`config.mk`:
```
export PLATFORM = sky130hd
export DESIGN_NAME = regfile_param_flat
export DESIGN_NICKNAME = d
export VERILOG_FILES = /design/src/rtl/regfile_param_if.sv /design/src/rtl/regfile_param.sv /design/src/flat_wrapper.sv
export SDC_FILE = /design/constraint.sdc
export NUM_CORES = 1
export LEC_CHECK = 0
export ABC_AREA = 0
export BUFFER_PORTS_ARGS = -buffer_cell sky130_fd_sc_hd__buf_2
export CAP_MARGIN = 20
export CORE_MARGIN = 1.5
export CORE_UTILIZATION = 50
export DETAILED_ROUTE_END_ITERATION = 12
export GPL_ROUTABILITY_DRIVEN = 0
export PLACE_DENSITY = 0.66
export RECOVER_POWER = 50
export SLEW_MARGIN = 20
export SYNTH_ARGS = -nofsm -noshare
export SYNTH_HDL_FRONTEND = slang
export SYNTH_SLANG_ARGS = --single-unit
```
`constraint.sdc`:
```
create_clock -name clk -period 10.25 [get_ports clk]
set_input_delay 1.5375 -clock clk [delete_from_list [all_inputs] [get_ports clk]]
set_output_delay 1.5375 -clock clk [all_outputs]
set_load 0.02 [all_outputs]
```
`src/rtl/regfile_param_if.sv`:
```
// regfile_param_if
//   Pipeline-side bundle for regfile_param: decode read ports, writeback
//   write port, clear request and the ready indication.
//
//   Parameters
//     XLEN   data width in bits
//     NREAD  number of read ports
//
//   Signals
//     clr     clear-sweep request (synchronous)
//     a_rs    read addresses, port k at [5k+4:5k]
//     d_rs    read data, port k at [XLEN*k+XLEN-1:XLEN*k]
//     a_rd    write address
//     d_rd    write data
//     we_rd   write enable
//     ready   register file initialised and accepting traffic
//
//   Modports
//     master  pipeline side (drives requests, observes data/ready)
//     slave   register file side
interface regfile_param_if #(
  parameter int XLEN  = 32,
  parameter int NREAD = 2
);
  logic                  clr;
  logic [5*NREAD-1:0]    a_rs;
  logic [XLEN*NREAD-1:0] d_rs;
  logic [4:0]            a_rd;
  logic [XLEN-1:0]       d_rd;
  logic                  we_rd;
  logic                  ready;

  modport master (
    output clr,
    output a_rs,
    output a_rd,
    output d_rd,
    output we_rd,
    input  d_rs,
    input  ready
  );

  modport slave (
    input  clr,
    input  a_rs,
    input  a_rd,
    input  d_rd,
    input  we_rd,
    output d_rs,
    output ready
  );
endinterface

```
`src/rtl/regfile_param.sv`:
```
// regfile_param
//   Parametrised RV32I/RV32E pipeline register file. Decode reads through
//   NREAD combinational ports, writeback writes through one synchronous port.
//   The storage array has no reset (it maps onto LUT/distributed RAM), so
//   after reset or a clr request a sweep writes zero to x1..x(NREGS-1), one
//   register per cycle. ready is high only once that sweep has finished.
//
//   Parameters
//     XLEN   data width (default 32)
//     NREGS  architectural register count, 16 (RV32E) or 32 (RV32I)
//     NREAD  read port count, 1..4
//
//   Ports
//     clk     clock, rising edge
//     resetb  asynchronous active-low reset (restarts the clear sweep)
//     bus     regfile_param_if.slave: clr, a_rs/d_rs, a_rd/d_rd/we_rd, ready
//
//   Build option
//     REGFILE_BYPASS_EN  when defined, a write in flight is forwarded to any
//                        read port addressing the same register in the same
//                        cycle. When undefined, reads return the old value
//                        until the edge after the write.
module regfile_param #(
  parameter int XLEN  = 32,
  parameter int NREGS = 32,
  parameter int NREAD = 2
) (
  input  logic            clk,
  input  logic            resetb,
  regfile_param_if.slave  bus
);

  localparam int AW = $clog2(NREGS);

  generate
    if (NREGS != 16 && NREGS != 32) begin : g_bad_nregs
      $error("regfile_param: NREGS must be 16 or 32");
    end
    if (NREAD < 1 || NREAD > 4) begin : g_bad_nread
      $error("regfile_param: NREAD must be in 1..4");
    end
  endgenerate

  typedef enum logic {
    CLEAR = 1'b0,
    RUN   = 1'b1
  } state_t;

  state_t     state;
  state_t     state_nx;
  logic [4:0] cnt;
  logic [4:0] cnt_nx;

  logic [XLEN-1:0] mem [NREGS];

  logic                  wr_ok;
  logic [XLEN*NREAD-1:0] d_rs_int;
  logic [4:0]            ra;

  // ------------------------------------------------------------------
  // State register
  // ------------------------------------------------------------------
  always_ff @(posedge clk or negedge resetb) begin
    if (!resetb) begin
      state <= CLEAR;
      cnt   <= 5'd1;
    end else begin
      state <= state_nx;
      cnt   <= cnt_nx;
    end
  end

  // ------------------------------------------------------------------
  // Next-state logic. x0 is never stored, so the sweep starts at 1 and
  // ends after writing NREGS-1.
  // ------------------------------------------------------------------
  always_comb begin
    state_nx = state;
    cnt_nx   = cnt;
    unique case (state)
      CLEAR: begin
        if (bus.clr) begin
          cnt_nx = 5'd1;
        end else if (cnt == 5'(NREGS - 1)) begin
          state_nx = RUN;
          cnt_nx   = 5'd1;
        end else begin
          cnt_nx = cnt + 5'd1;
        end
      end
      RUN: begin
        if (bus.clr) begin
          state_nx = CLEAR;
          cnt_nx   = 5'd1;
        end
      end
      default: begin
        state_nx = CLEAR;
        cnt_nx   = 5'd1;
      end
    endcase
  end

  assign bus.ready = (state == RUN);

  // ------------------------------------------------------------------
  // Write port. clr wins over a simultaneous write; writes to x0 or to
  // registers beyond NREGS are discarded.
  // ------------------------------------------------------------------
  assign wr_ok = (state == RUN) && !bus.clr && bus.we_rd &&
                 (bus.a_rd != 5'd0) &&
                 ({1'b0, bus.a_rd} < 6'(NREGS));

  always_ff @(posedge clk) begin
    if (state == CLEAR) begin
      mem[cnt[AW-1:0]] <= '0;
    end else if (wr_ok) begin
      mem[bus.a_rd[AW-1:0]] <= bus.d_rd;
    end
  end

  // ------------------------------------------------------------------
  // Read ports. Everything reads zero until the sweep is done, so no
  // uninitialised storage can leak out. The bypass reuses wr_ok so a
  // forwarded value is always one that will actually be committed.
  // ------------------------------------------------------------------
  always_comb begin
    d_rs_int = '0;
    ra       = '0;
    for (int unsigned k = 0; k < NREAD; k++) begin
      ra = bus.a_rs[5*k +: 5];
      if ((state == RUN) && (ra != 5'd0) && ({1'b0, ra} < 6'(NREGS))) begin
        d_rs_int[XLEN*k +: XLEN] = mem[ra[AW-1:0]];
`ifdef REGFILE_BYPASS_EN
        if (wr_ok && (ra == bus.a_rd)) begin
          d_rs_int[XLEN*k +: XLEN] = bus.d_rd;
        end
`endif
      end
    end
  end

  assign bus.d_rs = d_rs_int;

endmodule

```
`src/flat_wrapper.sv`:
```
// flat-port wrapper written by rule: the top's interface ports become plain ports
module regfile_param_flat 
#(
  parameter int XLEN  = 32,
  parameter int NREGS = 32,
  parameter int NREAD = 2
)
  (clk, resetb, bus_clr, bus_a_rs, bus_a_rd, bus_d_rd, bus_we_rd, bus_d_rs, bus_ready);
  regfile_param_if #(.XLEN(XLEN), .NREAD(NREAD)) bus_i ();
  input  logic clk;
  input  logic resetb;
  input wire logic [$bits(bus_i.clr)-1:0] bus_clr;
  input wire logic [$bits(bus_i.a_rs)-1:0] bus_a_rs;
  input wire logic [$bits(bus_i.a_rd)-1:0] bus_a_rd;
  input wire logic [$bits(bus_i.d_rd)-1:0] bus_d_rd;
  input wire logic [$bits(bus_i.we_rd)-1:0] bus_we_rd;
  output wire logic [$bits(bus_i.d_rs)-1:0] bus_d_rs;
  output wire logic [$bits(bus_i.ready)-1:0] bus_ready;
  assign bus_i.clr = bus_clr;
  assign bus_i.a_rs = bus_a_rs;
  assign bus_i.a_rd = bus_a_rd;
  assign bus_i.d_rd = bus_d_rd;
  assign bus_i.we_rd = bus_we_rd;
  assign bus_d_rs = bus_i.d_rs;
  assign bus_ready = bus_i.ready;
  regfile_param #(.XLEN(XLEN), .NREGS(NREGS), .NREAD(NREAD)) u_core (.clk(clk), .resetb(resetb), .bus(bus_i));
endmodule
```
==> results.md, run 1 <==
* Outcome: finished with violations
* Failing checks: capacitance limit, slew limit
* Worst setup SP type: primary input
* Net count, final at 2529
* CTS tree: yes
* Cell count after synthesis at 2367
* Clock buffer depth at 3
* F_max at 0.143 GHz
* Pin count of the biggest net entering global routing at 118
* Total of fill cells in the finished design at 7096
* Synth top area cells: edfxtp_1 (64%), mux4_2 (21%), mux2i_1 (5.4%)
* Number of vias per cell at 7.19
* Global-route wire length before repair at 204000 um
* Number of detailed-routing iterations run before antenna repair at 6
* Placement Rows at 113
* Max-Slew Margin vs Limit at -148%
* Count of vias placed by the detailed router at 27523
* Antenna violations before repair at 7
* Clock Sink Count at 1030
* I/O pin total at 116
* Port Buf Inserts at 115
* Detail-routed net length per standard cell at 37.3 um
* Endpoint kind of the worst setup timing path: output port
* Detailed placer's ending HPWL at 78100 um
* Pwr Total at 0.00904 W
* Number of buffers created by CTS at 107
* Cell-by-cell trace of the critical path: buf_6 > buf_4 > or3b_1 > buf_4 > o22ai_1 > a2111oi_2 > a211oi_1 > buf_2
* Startpoint of the most critical register-to-register path: u_core.bus.ready
* Die Span Y at 312 um
* Post-route fraction of the period consumed by the critical path at 68.2%
* Most frequent CP cell: buf_4
* Area grow syn2layout at 11.1%
* Biggest area consumer among synthesized cells: edfxtp_1
* Total routed wirelength at 143000 um
* Clock tree root driver cell: clkbuf_16
* EDFF count, synth at 1024
* Count of maximum capacitance violations at 33
* Startpoint of the worst hold path: u_core.cnt[0]
* Final critical delay including setup and external delays at 7.00 ns
* Hold violation count in the final report at 0
* Warnings from Yosys at 0
* Required time of the worst setup path at 8.71 ns
* Static leakage at 15.6 nW
* Number of buffers and inverters on the critical path at 4
* Post-placement cell area at 50000 um2
* Post-synth design cell area at 47900 um2
* Final clock skew at 0.0266 ns
* Transition time at the pin with the least slew margin at 3.73 ns
* Global Route Usage Sum at 29.3%
* Dominant synthesized flop cell: edfxtp_1
* # Post-CTS Setup Buffers at 0
* Sequential-to-total area share from yosys stat at 64.5%
* CP max FO at 69
* Count of final setup violators at 0
* Launching instance or port of the critical path: bus_a_rs[2]
* Worst VDD drop at 0.148 mV
* Number of H-tree levels at 3
* Slowest cell on the critical path: a211oi_1
* Iter 0 DRT Violations at 3846
* Number of different library cells in the post-synthesis netlist at 46
* Clock latency at the later pin of the worst-skew pair at 0.68 ns
* Post-synthesis register bit count at 1030
* Clock transition at the registers of the reported paths at 0.06 ns
* Average footprint of a synthesized cell at 20.2 um2
* Pins over their slew limit at 971
* Area of all placed cells without fillers at 53200 um2
* Post-synth ARST share at 0.583%
* Setup TNS at 0 ns
* Sum of overflow across all layers after global routing at 0
* Maximum single-stage delay on the critical path at 0.87 ns
* Arrival time reported for the critical path endpoint at 5.46 ns
* Horiz. Die Dim at 312 um
* Number of global-route vias before repair at 28158
* Full die area at 97600 um2
* Area share of the leading cell type in the synthesized netlist at 64.2%
* Setup repair after global routing missed its margin: no
* Antenna Violating Nets Remaining at 0
* Worst Hold Slack at 0.694 ns
* Power per cell area at 170 nW/um2
* Resized Gates After CTS at 0
* DRC errors left at 0
* Starting utilization of the core area at 50.4%
* CTS Hold Bufs at 0
* Layout cell share with drive strength beyond 1 at 31.9%
* Final Util at 56.0%
* Top delay family on crit path: buffers and inverters
* Syn nets at 2420
* Classification of the worst-slack hold path: flip-flop to flip-flop
* Critical path class: primary input to output port
* Core area at 95000 um2
## synth_stat cells (2+ instances only)
cell type  number
edfxtp_1     1024
nor3_1         21
a31oi_1         4
o31ai_4         2
buf_4          21
nand3b_1        4
ha_1            2
or3b_1          3
buf_1           6
dfrtp_1         5
nor2_1         30
a32oi_1         3
a211oi_1       32
inv_1           4
o22ai_1        32
o21ai_0         4
mux2i_1       258
o221ai_1       64
a2111oi_2      28
a22o_1         32
clkbuf_1       72
o22a_1         32
mux4_2        448
a22oi_1        31
nand2b_1        3
nor2b_1         5
or3_1           2
nor4_1          4
and2_1         33
buf_2          79
nand3_1         2
buf_6          14
a21oi_1        42
a2bb2oi_1       2
and3_1          7
clkbuf_2        2
## logic make-up (layout without fill, tap and decap cells)
kind of cell | count (synthesis) | after routing | share of synthesized area [%]
simple gates | 119 | 119 | 1.39
flops | 1030 | 1030 | 64.5
compound gates | 312 | 312 | 5.41
other cells | 0 | 1 | 0
fa+ha+maj | 2 | 2 | 0.0523
mux | 706 | 706 | 26.5
buf+inv | 198 | 392 | 2.15
## cell type report
class,instances,area [um2],share of cell area (%)
clock buffers,132,2810,5.29
flip-flops and latches,1030,30900,58.1
inverters,4,15.0,0.0282
clock inverters,62,523,0.983
multi-input cells,1139,16200,30.4
diodes,1,2.50,0.00470
repair buffers,194,1200,2.25
well taps,1265,1580,2.98
## power by group
part	leakage (nW)	internal, W	switching, W
combinational	5.82	0.000242	0.000357
sequential	8.17	0.00465	0.0000326
clock	1.61	0.00214	0.00162
## through the flow
step	setup slack (ns)	cells
2_1_floorplan	2.16	2367
3_3_place_gp	3.51	3631
3_5_place_dp	3.45	3631
4_1_cts	3.45	3825
5_1_grt	3.28	3827
6_report	3.25	3827
## sequential cells by signal, summed over array words and instances, names as in the netlist
signal and cells:
u_core.mem 1024, u_core.cnt 5, u_core.bus.ready 1
## worst paths after layout
path                                      to  slack (ns)  cells after the start
max                             bus_d_rs[17]        3.25                      8
min                            u_core.cnt[3]        0.69                      2
max reg2reg                u_core.mem[4][28]        5.11                      5
min reg2reg                    u_core.cnt[3]        0.69                      2
max in group asynchronous      u_core.cnt[0]        9.24                      1
min in group asynchronous      u_core.cnt[1]        0.72                      1
## placed cells by master, fill, tap and decap left out, drive strengths merged, types with 32 or more instances in the layout
cell and count:
edfxtp 1024, clkinv 47, o22a 32, a22o 32, o22ai 32, o221ai 64
a21oi 42, mux4 448, mux2i 258, a211oi 32, and2 33, buf 169
clkbuf 157
## metal layers
metal,share of wire [%],global-route usage [%]
met5,0.018,0
met1,38,40.9
met3,10,5.74
met4,4.1,11.0
met2,48,46.3
## worst register-to-register path: stages, from the launching register on
cell	delay, ns
dfrtp_1	0.67
and3b_1	0.41
o31ai_1	0.22
a31oi_1	0.50
nor2_4	0.17
clkbuf_1	2.62
Power figures use the tool's default switching activity.
==> inputs of run 2 (changes only) <==
PLACE_DENSITY = 0.69   (was 0.66)
clock period = 5.9 ns   (was 10.25 ns; I/O delays follow)
==> results.md, run 2 (synthesis gave the netlist of run 1 again) <==
* Count of final setup violators at 0 (unchanged)
* Worst setup SP type: flip-flop (was primary input)
* Startpoint of the most critical register-to-register path: u_core.bus.ready (unchanged)
* Pins over their slew limit at 674 (was 971)
* Max-Slew Margin vs Limit at -131% (was -148%)
* Cell-by-cell trace of the critical path: clkbuf_1 > and3b_1 > o31a_1 > clkbuf_1 > and2_0 (was buf_6 > buf_4 > or3b_1 > buf_4 > o22ai_1 > a2111oi_2 > a211oi_1 > buf_2)
* Iter 0 DRT Violations at 4225 (was 3846)
* Flip-flop count of the largest register after layout at 1024 (unchanged)
* Area grow syn2layout at 11.3% (was 11.1%)
* Clock transition at the registers of the reported paths at 0.06 ns (about the same)
* Cell Count, Final, Fillers Out at 3833 (was 3827)
* Global Route Usage Sum at 29.6% (was 29.3%)
* Setup TNS at 0 ns (unchanged)
* Maximum single-stage delay on the critical path at 1.51 ns (was 0.87 ns)
* Number of buffers and inverters on the critical path at 2 (was 4)
* Clock share of power at 42.3% (was 41.6%)
* Sum of overflow across all layers after global routing at 0 (unchanged)
* Cell Int Power at 0.0124 W (was 0.00703 W)
* Number of detailed-routing iterations run before antenna repair at 5 (was 6)
* Global-route layer with the greatest usage: met2 (unchanged)
* Detailed placer's ending HPWL at 80800 um (was 78100 um)
* Sequential share of power at 51.1% (was 51.8%)
* DRC errors left at 0 (unchanged)
* Worst VDD drop at 0.242 mV (was 0.148 mV)
* Launching instance or port of the critical path: u_core.bus.ready (was bus_a_rs[2])
* CP max FO at 35 (was 69)
* Final Util at 56.1% (was 56.0%)
* Number of global-route vias before repair at 28452 (was 28158)
* Power per cell area at 298 nW/um2 (was 170 nW/um2)
* Outcome: finished with violations (unchanged)
* Failing checks: capacitance limit, slew limit (unchanged)
* Endpoint kind of the worst setup timing path: flip-flop (was output port)
* Classification of the worst-slack hold path: primary input to asynchronous set/reset pin (was flip-flop to flip-flop)
* Top delay family on crit path: buffers and inverters (unchanged)
* Core area at 95000 um2 (unchanged)
* Clock latency at the later pin of the worst-skew pair at 0.67 ns (was 0.68 ns)
* Number of vias per cell at 7.28 (was 7.19)
* I/O pin total at 116 (unchanged)
* Slowest cell on the critical path: and2_0 (was a211oi_1)
* Post-route fraction of the period consumed by the critical path at 88.8%
* Resized Gates After CTS at 0 (unchanged)
* Placement Rows at 113 (unchanged)
* Final critical delay including setup and external delays at 5.24 ns
* Net switching power figure at 0.00345 W (was 0.00201 W)
* Total routed wirelength at 143000 um (about the same)
* Horiz. Die Dim at 312 um (unchanged)
* Final clock skew at 0.00808 ns (was 0.0266 ns)
* Die Span Y at 312 um (unchanged)
* Clock tree root driver cell: clkbuf_16 (unchanged)
* Number of buffers created by CTS at 102 (was 107)
* Antenna violations before repair at 4 (was 7)
* Clock Sink Count at 1030 (unchanged)
* Switching power share of the total at 21.7% (was 22.2%)
* Combinational group share of total power at 6.6% (about the same)
* Count of maximum capacitance violations at 29 (was 33)
* Number of cells after detailed placement at 3646 (was 3631)
* Number of H-tree levels at 3 (unchanged)
* # Post-CTS Setup Buffers at 0 (unchanged)
* Global-route wire length before repair at 205000 um (was 204000 um)
* Detail-routed net length per standard cell at 37.4 um (was 37.3 um)
* Starting utilization of the core area at 50.4% (unchanged)
* Arrival time reported for the critical path endpoint at 5.44 ns (was 5.46 ns)
* CTS tree: yes (unchanged)
* Clock buffer depth at 3 (unchanged)
* F_max at 0.191 GHz
* Antenna Violating Nets Remaining at 0 (unchanged)
* Routing usage on met3 at 7.58% (was 5.74%)
* Critical path class: flip-flop to flip-flop (was primary input to output port)
* Top library cells by usage in the layout, fill and taps aside: edfxtp_1 (1024), mux4_2 (448), mux2i_1 (258), buf_2 (106), clkbuf_16 (103) (was edfxtp_1 (1024), mux4_2 (448), mux2i_1 (258), clkbuf_16 (109), buf_2 (104))
* Layout cell share with drive strength beyond 1 at 32.5% (was 31.9%)
* Pwr Total at 0.0159 W (was 0.00904 W)
* Count of vias placed by the detailed router at 27896 (was 27523)
* Most frequent CP cell: clkbuf_1 (was buf_4)
* Met2 Track Usage GR at 45.0% (was 46.3%)
* Setup repair after global routing missed its margin: no (unchanged)
* Transition time at the pin with the least slew margin at 3.47 ns (was 3.73 ns)
* Pin count of the biggest net entering global routing at 104 (was 118)
* Met1 demand-to-capacity share in global routing at 41.6% (was 40.9%)
* Port Buf Inserts at 115 (unchanged)
* Antenna diode count at 0 (was 1)
* Static leakage at 15.8 nW (was 15.6 nW)
* Hold violation count in the final report at 0 (unchanged)
* Full die area at 97600 um2 (unchanged)
* Net count, final at 2538 (was 2529)
* Required time of the worst setup path at 6.10 ns (was 8.71 ns)
* Most common cell after layout, fill and taps aside: edfxtp_1 (unchanged)
* Total of fill cells in the finished design at 7065 (was 7096)
* CTS Hold Bufs at 0 (unchanged)
-- run 2: path summary, 6_finish.rpt --
path                                      end  cells after the start  slack (ns)
setup reg to reg           u_core.mem[24][13]                      5        0.66
min in group clk                u_core.cnt[3]                      2        0.48
max in group asynchronous       u_core.cnt[0]                      1        5.55
setup / recovery           u_core.mem[24][13]                      5        0.66
hold reg to reg                 u_core.cnt[3]                      2        0.67
hold / removal                  u_core.cnt[3]                      1        0.07
-- run 2: final cells by class --
class	count	area (um2)	share of cell area, %
inverter	4	15.0	0.0282
clock inverter	60	722	1.35
multi-input combinational	1139	16000	30.1
tap	1265	1580	2.97
timing repair buffer	208	1380	2.59
sequential	1030	30900	58.0
clock buffer	127	2680	5.02
-- run 2: power by group through the flow --
stage / Combinational [W] / Clock, W / Sequential (W)
2_1_floorplan: 0.000722 / 0 / 0.00826
3_5_place_dp: 0.00105 / 0 / 0.00828
6_report: 0.00104 / 0.00672 / 0.00813
5_1_grt: 0.00109 / 0.00703 / 0.00813
4_1_cts: 0.00105 / 0.00675 / 0.00812
3_3_place_gp: 0.00104 / 0 / 0.00827
-- run 2: per-stage QoR --
stage | hold slack (ns) | setup slack [ns] | cell area, um2
after floorplan | 0.562 | 0.0185 | 47900
after global placement | 0.584 | 1.14 | 50100
after detailed placement | 0.602 | 1.16 | 50200
after CTS | 0.00557 | 1.14 | 53600
after global routing | 0.0768 | 0.482 | 53300
final | 0.0734 | 0.659 | 53300
-- run 2: per-layer routing --
| layer | wire, um | vias to the layer above | share of wire, % |
|---|---|---|---|
| met5 | 25 | - | 0.017 |
| met1 | 53400 | 14856 | 37 |
| met4 | 5820 | 4 | 4.1 |
| li1 | - | 10673 | - |
| met3 | 17800 | 333 | 12 |
| met2 | 66400 | 2030 | 46 |
